===== src/rtl/ast_tensor_job_sequencer.sv =====
// Job-level controller: loads A then B into the tensor system, starts it and drains X to memory.
// Optional watchdog on WAIT_IDLE/COMPUTE is enabled by defining AST_SEQ_WATCHDOG_EN.
module ast_tensor_job_sequencer #(
  parameter int unsigned DATAWIDTH = 14,
  parameter int unsigned SIZE      = 4,
  parameter int unsigned ADDRW     = 16,
  parameter int unsigned TIMEOUT   = 256
) (
  input  logic                   clk,
  input  logic                   reset,
  input  logic                   i_job_valid,
  output logic                   o_job_ready,
  input  logic [$clog2(SIZE):0]  i_job_q,
  input  logic [$clog2(SIZE):0]  i_job_r,
  input  logic [$clog2(SIZE):0]  i_job_k,
  input  logic                   i_job_relu,
  input  logic [ADDRW-1:0]       i_job_a,
  input  logic [ADDRW-1:0]       i_job_b,
  input  logic [ADDRW-1:0]       i_job_x,
  output logic                   o_mem_ren,
  output logic [ADDRW-1:0]       o_mem_raddr,
  input  logic [DATAWIDTH-1:0]   i_mem_rdata,
  output logic                   o_mem_wen,
  output logic [ADDRW-1:0]       o_mem_waddr,
  output logic [DATAWIDTH-1:0]   o_mem_wdata,
  input  logic                   i_mem_wready,
  output logic                   o_ts_wen,
  output logic                   o_ts_set,
  output logic                   o_ts_relu,
  output logic                   o_ts_start,
  output logic                   o_ts_ren,
  output logic [$clog2(SIZE):0]  o_ts_depth,
  output logic [$clog2(SIZE):0]  o_ts_width,
  output logic [DATAWIDTH-1:0]   o_ts_data_in,
  input  logic                   i_ts_busy,
  input  logic                   i_ts_done,
  input  logic [DATAWIDTH-1:0]   i_ts_data_out,
  output logic                   o_busy,
  output logic                   o_job_done,
  output logic                   o_err
);

  localparam int unsigned DIMW = $clog2(SIZE) + 1;
  localparam int unsigned CW   = 2 * $clog2(SIZE) + 1;

  typedef enum logic [2:0] {
    S_IDLE, S_LOAD_A, S_LOAD_B, S_WAIT_IDLE, S_START, S_COMPUTE, S_DRAIN, S_FIN
  } state_t;

  state_t            r_state, w_state_nxt;
  logic [DIMW-1:0]   r_q, r_r, r_k;
  logic              r_relu;
  logic [ADDRW-1:0]  r_a, r_b, r_x;
  logic [CW-1:0]     r_na, r_nb, r_nx;
  logic [CW-1:0]     r_cnt, w_cnt_nxt;
  logic              r_rd_vld, r_rd_set;
  logic              r_err, w_err_nxt;
  logic              w_accept, w_dims_ok, w_wd_expire;

  assign w_accept  = (r_state == S_IDLE) && i_job_valid;
  assign w_dims_ok = (i_job_q != '0) && (i_job_q <= DIMW'(SIZE)) &&
                     (i_job_r != '0) && (i_job_r <= DIMW'(SIZE)) &&
                     (i_job_k != '0) && (i_job_k <= DIMW'(SIZE));

`ifdef AST_SEQ_WATCHDOG_EN
  localparam int unsigned WDW = $clog2(TIMEOUT + 1);
  logic [WDW-1:0] r_wd;

  always_ff @(posedge clk) begin
    if (reset) begin
      r_wd <= '0;
    end else if (w_state_nxt != r_state) begin
      r_wd <= '0;
    end else if (r_state == S_WAIT_IDLE || r_state == S_COMPUTE) begin
      r_wd <= r_wd + WDW'(1);
    end
  end

  assign w_wd_expire = (r_state == S_WAIT_IDLE || r_state == S_COMPUTE) &&
                       (r_wd == WDW'(TIMEOUT - 1));
`else
  assign w_wd_expire = 1'b0;
`endif

  always_comb begin
    w_state_nxt = r_state;
    w_cnt_nxt   = r_cnt;
    w_err_nxt   = 1'b0;
    o_mem_ren   = 1'b0;
    o_mem_raddr = '0;
    o_mem_wen   = 1'b0;
    o_mem_waddr = '0;
    o_mem_wdata = '0;
    o_ts_start  = 1'b0;
    o_ts_ren    = 1'b0;
    o_ts_relu   = 1'b0;
    o_job_done  = 1'b0;
    unique case (r_state)
      S_IDLE: begin
        if (i_job_valid) begin
          if (w_dims_ok) begin
            w_state_nxt = S_LOAD_A;
            w_cnt_nxt   = '0;
          end else begin
            w_err_nxt = 1'b1;
          end
        end
      end
      S_LOAD_A: begin
        o_mem_ren   = 1'b1;
        o_mem_raddr = r_a + ADDRW'(r_cnt);
        if (r_cnt == r_na - CW'(1)) begin
          w_state_nxt = S_LOAD_B;
          w_cnt_nxt   = '0;
        end else begin
          w_cnt_nxt = r_cnt + CW'(1);
        end
      end
      S_LOAD_B: begin
        o_mem_ren   = 1'b1;
        o_mem_raddr = r_b + ADDRW'(r_cnt);
        if (r_cnt == r_nb - CW'(1)) begin
          w_state_nxt = S_WAIT_IDLE;
          w_cnt_nxt   = '0;
        end else begin
          w_cnt_nxt = r_cnt + CW'(1);
        end
      end
      S_WAIT_IDLE: begin
        if (w_wd_expire) begin
          w_state_nxt = S_IDLE;
          w_err_nxt   = 1'b1;
        end else if (!i_ts_busy) begin
          w_state_nxt = S_START;
        end
      end
      S_START: begin
        o_ts_start  = 1'b1;
        o_ts_relu   = r_relu;
        w_state_nxt = S_COMPUTE;
      end
      S_COMPUTE: begin
        o_ts_relu = r_relu;
        if (w_wd_expire) begin
          w_state_nxt = S_IDLE;
          w_err_nxt   = 1'b1;
        end else if (i_ts_done) begin
          w_state_nxt = S_DRAIN;
          w_cnt_nxt   = '0;
        end
      end
      S_DRAIN: begin
        // Output pops only when memory accepts, so a stall holds both address and data.
        o_ts_relu   = r_relu;
        o_mem_wen   = 1'b1;
        o_mem_waddr = r_x + ADDRW'(r_cnt);
        o_mem_wdata = i_ts_data_out;
        o_ts_ren    = i_mem_wready;
        if (i_mem_wready) begin
          if (r_cnt == r_nx - CW'(1)) begin
            w_state_nxt = S_FIN;
          end else begin
            w_cnt_nxt = r_cnt + CW'(1);
          end
        end
      end
      S_FIN: begin
        o_job_done  = 1'b1;
        w_state_nxt = S_IDLE;
      end
      default: w_state_nxt = S_IDLE;
    endcase
  end

  always_ff @(posedge clk) begin
    if (reset) begin
      r_state  <= S_IDLE;
      r_cnt    <= '0;
      r_err    <= 1'b0;
      r_rd_vld <= 1'b0;
      r_rd_set <= 1'b0;
      r_q      <= '0;
      r_r      <= '0;
      r_k      <= '0;
      r_relu   <= 1'b0;
      r_a      <= '0;
      r_b      <= '0;
      r_x      <= '0;
      r_na     <= '0;
      r_nb     <= '0;
      r_nx     <= '0;
    end else begin
      r_state  <= w_state_nxt;
      r_cnt    <= w_cnt_nxt;
      r_err    <= w_err_nxt;
      r_rd_vld <= o_mem_ren;
      r_rd_set <= (r_state == S_LOAD_B);
      if (w_accept) begin
        r_q    <= i_job_q;
        r_r    <= i_job_r;
        r_k    <= i_job_k;
        r_relu <= i_job_relu;
        r_a    <= i_job_a;
        r_b    <= i_job_b;
        r_x    <= i_job_x;
        r_na   <= CW'(i_job_q) * CW'(i_job_r);
        r_nb   <= CW'(i_job_r) * CW'(i_job_k);
        r_nx   <= CW'(i_job_q) * CW'(i_job_k);
      end
    end
  end

  // Read data lands one cycle after its request and is forwarded straight into the array.
  assign o_ts_wen     = r_rd_vld;
  assign o_ts_set     = r_rd_vld & r_rd_set;
  assign o_ts_depth   = !r_rd_vld ? '0 : (r_rd_set ? r_k : r_r);
  assign o_ts_width   = !r_rd_vld ? '0 : (r_rd_set ? r_r : r_q);
  assign o_ts_data_in = r_rd_vld ? i_mem_rdata : '0;
  assign o_job_ready  = (r_state == S_IDLE);
  assign o_busy       = (r_state != S_IDLE);
  assign o_err        = r_err;

endmodule


===== config.mk =====
export PLATFORM = sky130hd
export DESIGN_NAME = ast_tensor_job_sequencer
export DESIGN_NICKNAME = d
export VERILOG_FILES = /design/src/rtl/ast_tensor_job_sequencer.sv
export SDC_FILE = /design/constraint.sdc
export NUM_CORES = 1
export LEC_CHECK = 0
export CAP_MARGIN = 20
export CORE_MARGIN = 4
export CORE_UTILIZATION = 45
export CTS_BUF_LIST = sky130_fd_sc_hd__clkbuf_2
export CTS_CLUSTER_DIAMETER = 40
export DETAILED_ROUTE_END_ITERATION = 8
export PLACE_DENSITY_LB_ADDON = 0.1
export SLEW_MARGIN = 20
export SYNTH_ARGS = -nofsm -noshare
export SYNTH_HDL_FRONTEND = slang
export SYNTH_SLANG_ARGS = --single-unit

===== constraint.sdc =====
create_clock -name clk -period 5.6 [get_ports clk]
set_input_delay 0.84 -clock clk [delete_from_list [all_inputs] [get_ports clk]]
set_output_delay 0.84 -clock clk [all_outputs]
set_load 0.1 [all_outputs]

==> results of run 1 <==
## stage by stage
step                      total power [mW]  instances  setup slack (ns)  hold WS [ns]
final                                2.425       1075            0.4447        0.4767
after global routing                 2.564       1075            0.1514        0.4950
after CTS                            2.435       1075           0.08678        0.4797
after detailed placement             2.025       1059            0.7887        0.4555
after global placement               1.994       1059             1.000        0.4421
after floorplan                      1.670        763           0.06123        0.4357
## layer usage
metal / up-vias / track usage, %
met5: - / 0
met4: 0 / 7.445
met3: 26 / 5.655
met2: 205 / 38.15
met1: 2648 / 30.50
li1: 2845 / -
## how the worst min path moves through the flow
stage / endpoint / slack (ns) / depth (start not counted)
2_1_floorplan: r_q[0] / 0.44 / 2
3_3_place_gp: r_k[2] / 0.44 / 2
3_5_place_dp: r_k[2] / 0.46 / 2
4_1_cts: r_k[2] / 0.48 / 2
5_1_grt: r_x[2] / 0.50 / 2
6_report: r_x[2] / 0.48 / 2
## layout by cell type, fill, tap and decap left out, types with 5 or more instances in the layout
master	instances
sky130_fd_sc_hd__a211oi_1	9
sky130_fd_sc_hd__a21oi_1	76
sky130_fd_sc_hd__and2_1	33
sky130_fd_sc_hd__and3_1	22
sky130_fd_sc_hd__buf_12	8
sky130_fd_sc_hd__buf_4	18
sky130_fd_sc_hd__clkbuf_2	9
sky130_fd_sc_hd__clkdlybuf4s50_1	146
sky130_fd_sc_hd__dfxtp_1	84
sky130_fd_sc_hd__fa_1	8
sky130_fd_sc_hd__ha_1	27
sky130_fd_sc_hd__inv_1	36
sky130_fd_sc_hd__mux2i_1	11
sky130_fd_sc_hd__nand2_1	178
sky130_fd_sc_hd__nand2b_1	5
sky130_fd_sc_hd__nand3_1	11
sky130_fd_sc_hd__nand4_1	5
sky130_fd_sc_hd__nor2_1	38
sky130_fd_sc_hd__nor2b_1	18
sky130_fd_sc_hd__nor3_1	12
sky130_fd_sc_hd__o2111ai_1	5
sky130_fd_sc_hd__o211ai_1	6
sky130_fd_sc_hd__o21ai_0	20
sky130_fd_sc_hd__o22ai_1	8
sky130_fd_sc_hd__o31ai_1	5
sky130_fd_sc_hd__xnor2_1	19
sky130_fd_sc_hd__xor2_1	33
## logic make-up after synthesis
logic type | count (synthesis)
flip-flops | 84
buffers and inverters | 81
AO/OA/AOI/OAI | 159
multiplexers | 11
adder cells (fa/ha/maj) | 36
AND/OR/NAND/NOR | 340
XOR/XNOR | 52
## cell type report
type / count / share of cell area, %
Multi-Input combinational cell: 598 / 48.21
Timing Repair Buffer: 173 / 23.11
Sequential cell: 84 / 22.06
Tap cell: 168 / 2.758
Inverter: 36 / 1.773
Clock inverter: 7 / 1.494
Clock buffer: 9 / 0.5909
## state kept, by name (all words and copies together), names as in the netlist
name      cells
r_b          16
r_nx          5
r_q           3
r_a          16
r_rd_set      1
r_cnt         5
r_r           3
r_k           3
o_ts_wen      1
r_x          16
r_na          5
r_nb          5
r_state       3
o_err         1
r_relu        1
## power groups by stage
stage,Clock (mW),Sequential [mW],Combinational [mW]
after global routing,0.445,0.818,1.30
final,0.411,0.804,1.21
after global placement,0,0.810,1.18
after detailed placement,0,0.815,1.21
after CTS,0.419,0.801,1.21
after floorplan,0,0.789,0.881
## worst min-delay path: stages, from the launching register on
cell and delay [ns]:
sky130_fd_sc_hd__dfxtp_1 0.36, sky130_fd_sc_hd__nand2_1 0.05, sky130_fd_sc_hd__a21oi_1 0.05
==> impl_metrics.py, run 1 <==
metrics = {
    "setup_path": {
        "crit_fanout": 25,
        "cp-start-kind": "register",
        "timing.critical_path.cells": "inv_1 > ha_2 > nor2b_1 > buf_4 > nand2_1 > nand2_1 > ha_1 > inv_1 > fa_1 > nor2b_1 > o21ai_0 > a21boi_2 > o211ai_1 > o21a_1 > a221oi_2 > buf_12",
        "crit_cells": 16,
        "path_delay_family": "compound AO/OA/AOI/OAI gates",
        "timing.critical_path.slowest_cell_delay_ns": 0.44,
        "cp_data_arrival_time_ns": 4.32,
        "setup.worst_path.start": "r_state[0]",
        "timing.rr.start": "r_state[1]",
        "wp_data_required_ns": 4.76,
        "timing_worst_setup_path_type": "register to output pin",
        "critPathCaptureType": "output pin",
        "crit_path_end": "o_mem_raddr[12]",
        "r2r_slack_ns": 2.89,
        "timing.critical_path.slowest_stage_cell": "sky130_fd_sc_hd__ha_2",
        "timing.critical_path.buf_inv": 4,
        "worst_r2r_endpoint": "r_na[0]",
        "reg2reg_depth": 8,
    },
    "die": {
        "die_w_um": 119.9,
        "ioPinCount": 169,
        "start_util_pct": 46.36,
        "placement_rows": 40,
        "die_footprint_um2": 14380,
        "die_y_um": 119.9,
        "placeableCoreArea_um2": 12160,
    },
    "clock_network": {
        "setup_fix_buffers_added_after_clock_tree_synthesis": 0,
        "worstSkewPairLatency_ns": 0.59,
        "post_cts_resize_count": 0,
        "htree_levels": 3,
        "clock_tree_from_tritoncts": "yes",
        "ctsLongestPathBuffers": 2,
        "tritoncts.num_buffers": 9,
        "cts-root-buf": "sky130_fd_sc_hd__clkbuf_2",
        "clkSinkCount": 84,
        "clkTransAtPathRegs_ns": 0.24,
        "hold_buffers": 0,
    },
    "global_route": {
        "grt_util_all_layers_pct": 23.41,
        "grt.overflow.total": 0,
        "grt_pass1_vias": 5605,
        "first_pass_grt_wire_length_um": 27320,
        "grt_max_degree": 85,
        "number_of_antenna_violations_at_the_first_check_in_global_routing": 1,
    },
    "yosys": {
        "synth.top_cells.by_area": "sky130_fd_sc_hd__dfxtp_1 (30%), sky130_fd_sc_hd__nand2_1 (12%), sky130_fd_sc_hd__a21oi_1 (6.7%), sky130_fd_sc_hd__ha_1 (6.2%), sky130_fd_sc_hd__xor2_1 (5.1%)",
        "synth_area_um2": 5638,
        "simple_gate_portion_of_the_synthesized_area_pct": 28.32,
        "synthesis.nets": 891,
        "synth_enable_flop_cells": 0,
        "synthesis.area_per_instance_um2": 7.389,
        "synthMostInstantiatedCell": "sky130_fd_sc_hd__nand2_1",
        "share_of_async_settable_or_async_resettable_flops_after_synthesis_pct": 0,
        "yosysTopAreaCell": "sky130_fd_sc_hd__dfxtp_1",
        "netlist.area_leader.share_pct": 29.83,
        "muxShareOfSynthArea_pct": 1.953,
        "synth_compound_gate_area_share_pct": 17.27,
        "yosysWarningCount": 0,
        "ys_types": 53,
        "xor_and_xnor_area_share_after_synthesis_pct": 8.078,
        "post_synthesis_sequential_area_ratio_pct": 29.83,
        "largest_family_of_logic_cells_by_synthesized_area": "simple AND/OR/NAND/NOR gates",
        "post_syn_instances": 763,
        "synth.top_cells.by_count": "sky130_fd_sc_hd__nand2_1 (179), sky130_fd_sc_hd__dfxtp_1 (84), sky130_fd_sc_hd__a21oi_1 (76), sky130_fd_sc_hd__nor2_1 (39), sky130_fd_sc_hd__clkbuf_1 (37)",
        "ys.flop_type": "sky130_fd_sc_hd__dfxtp_1",
        "post_synth_fa_ha_maj_area_fraction_pct": 9.055,
        "number_of_register_bits_inferred_by_synthesis": 84,
    },
    "timing": {
        "final-hold-violation-count": 0,
        "finalCriticalPeriod_ns": 5.155,
        "rsz_0062_raised_after_global_routing": "no",
        "final_min_period_over_clock_period_pct": 92.06,
        "max_slew.worst_pin.slew_ns": 1.001,
        "finalSetupTns_ns": 0,
        "fin_worst_skew_ns": 0.03130,
        "fmax_ghz": 0.1940,
        "max-slew-margin-rel_pct": 33.07,
        "timing.final.setup_violations": 0,
        "slew_violations": 0,
    },
    "finish": {
        "ff_latch_area_um2": 1682,
        "n_fill_cell": 1142,
        "multiInputGateArea_um2": 3675,
        "finalCoreUtilization_pct": 62.67,
        "antenna-diode-count": 0,
        "final_cell_area_um2": 7622,
        "syn_to_final_growth_pct": 35.20,
        "fin_nets": 1030,
        "layout_cell_share_with_drive_strength_beyond_1_pct": 5.843,
    },
    "routing": {
        "post_drt_via_cell_ratio": 5.325,
        "routedLengthMet1_um": 7926,
        "met2_length_um": 7875,
        "dr.first_iter.drc_count": 353,
        "detailedRoute.firstPassIterationCount": 5,
        "via_count": 5724,
        "top_layer_used": "met4",
        "drt-wirelength-per-cell_um": 16.08,
        "routed_wl_met3_um": 1199,
        "drcViolationCount": 0,
        "postRouteAntennaNets": 0,
        "wirelength_um": 17290,
    },
    "pwr": {
        "power.static_leakage_nw": 2.965,
        "power.share.sequential_pct": 33.1,
        "p_comb_share_pct": 49.9,
        "power-per-cell-area_nw_per_um2": 318.2,
        "power.net_switching_mw": 1.155,
        "pwr-share-clk_pct": 17.0,
        "switching_share_pct": 47.60,
        "vdd.ir_drop.worst_mv": 0.3355,
        "p_int_mw": 1.271,
    },
    "min_path": {
        "hold_path.startpoint": "r_x[2]",
        "hold_path_class": "register to register",
    },
    "place": {
        "detailed_place.area_um2": 7457,
        "hpwl_um": 13160,
        "port_buffers": 168,
        "finalWeightedCongestion": 0.8985,
    },
    "run": {
        "max-cap-violations": 0,
    },
    "run_status": {
        "status": "complete, no violations",
    },
}
No activity file was read; power rests on OpenSTA's default activity.
==> inputs of run 2 (changes only) <==
--- a/config.mk
+++ b/config.mk
@@ -10,6 +10,7 @@
 export CORE_UTILIZATION = 45
 export CTS_BUF_LIST = sky130_fd_sc_hd__clkbuf_2
 export CTS_CLUSTER_DIAMETER = 40
+export CTS_CLUSTER_SIZE = 12
 export DETAILED_ROUTE_END_ITERATION = 8
 export PLACE_DENSITY_LB_ADDON = 0.1
 export SLEW_MARGIN = 20
==> results of run 2 <==
Same layout as run 1: the final DEF is identical, and so are final timing and power.
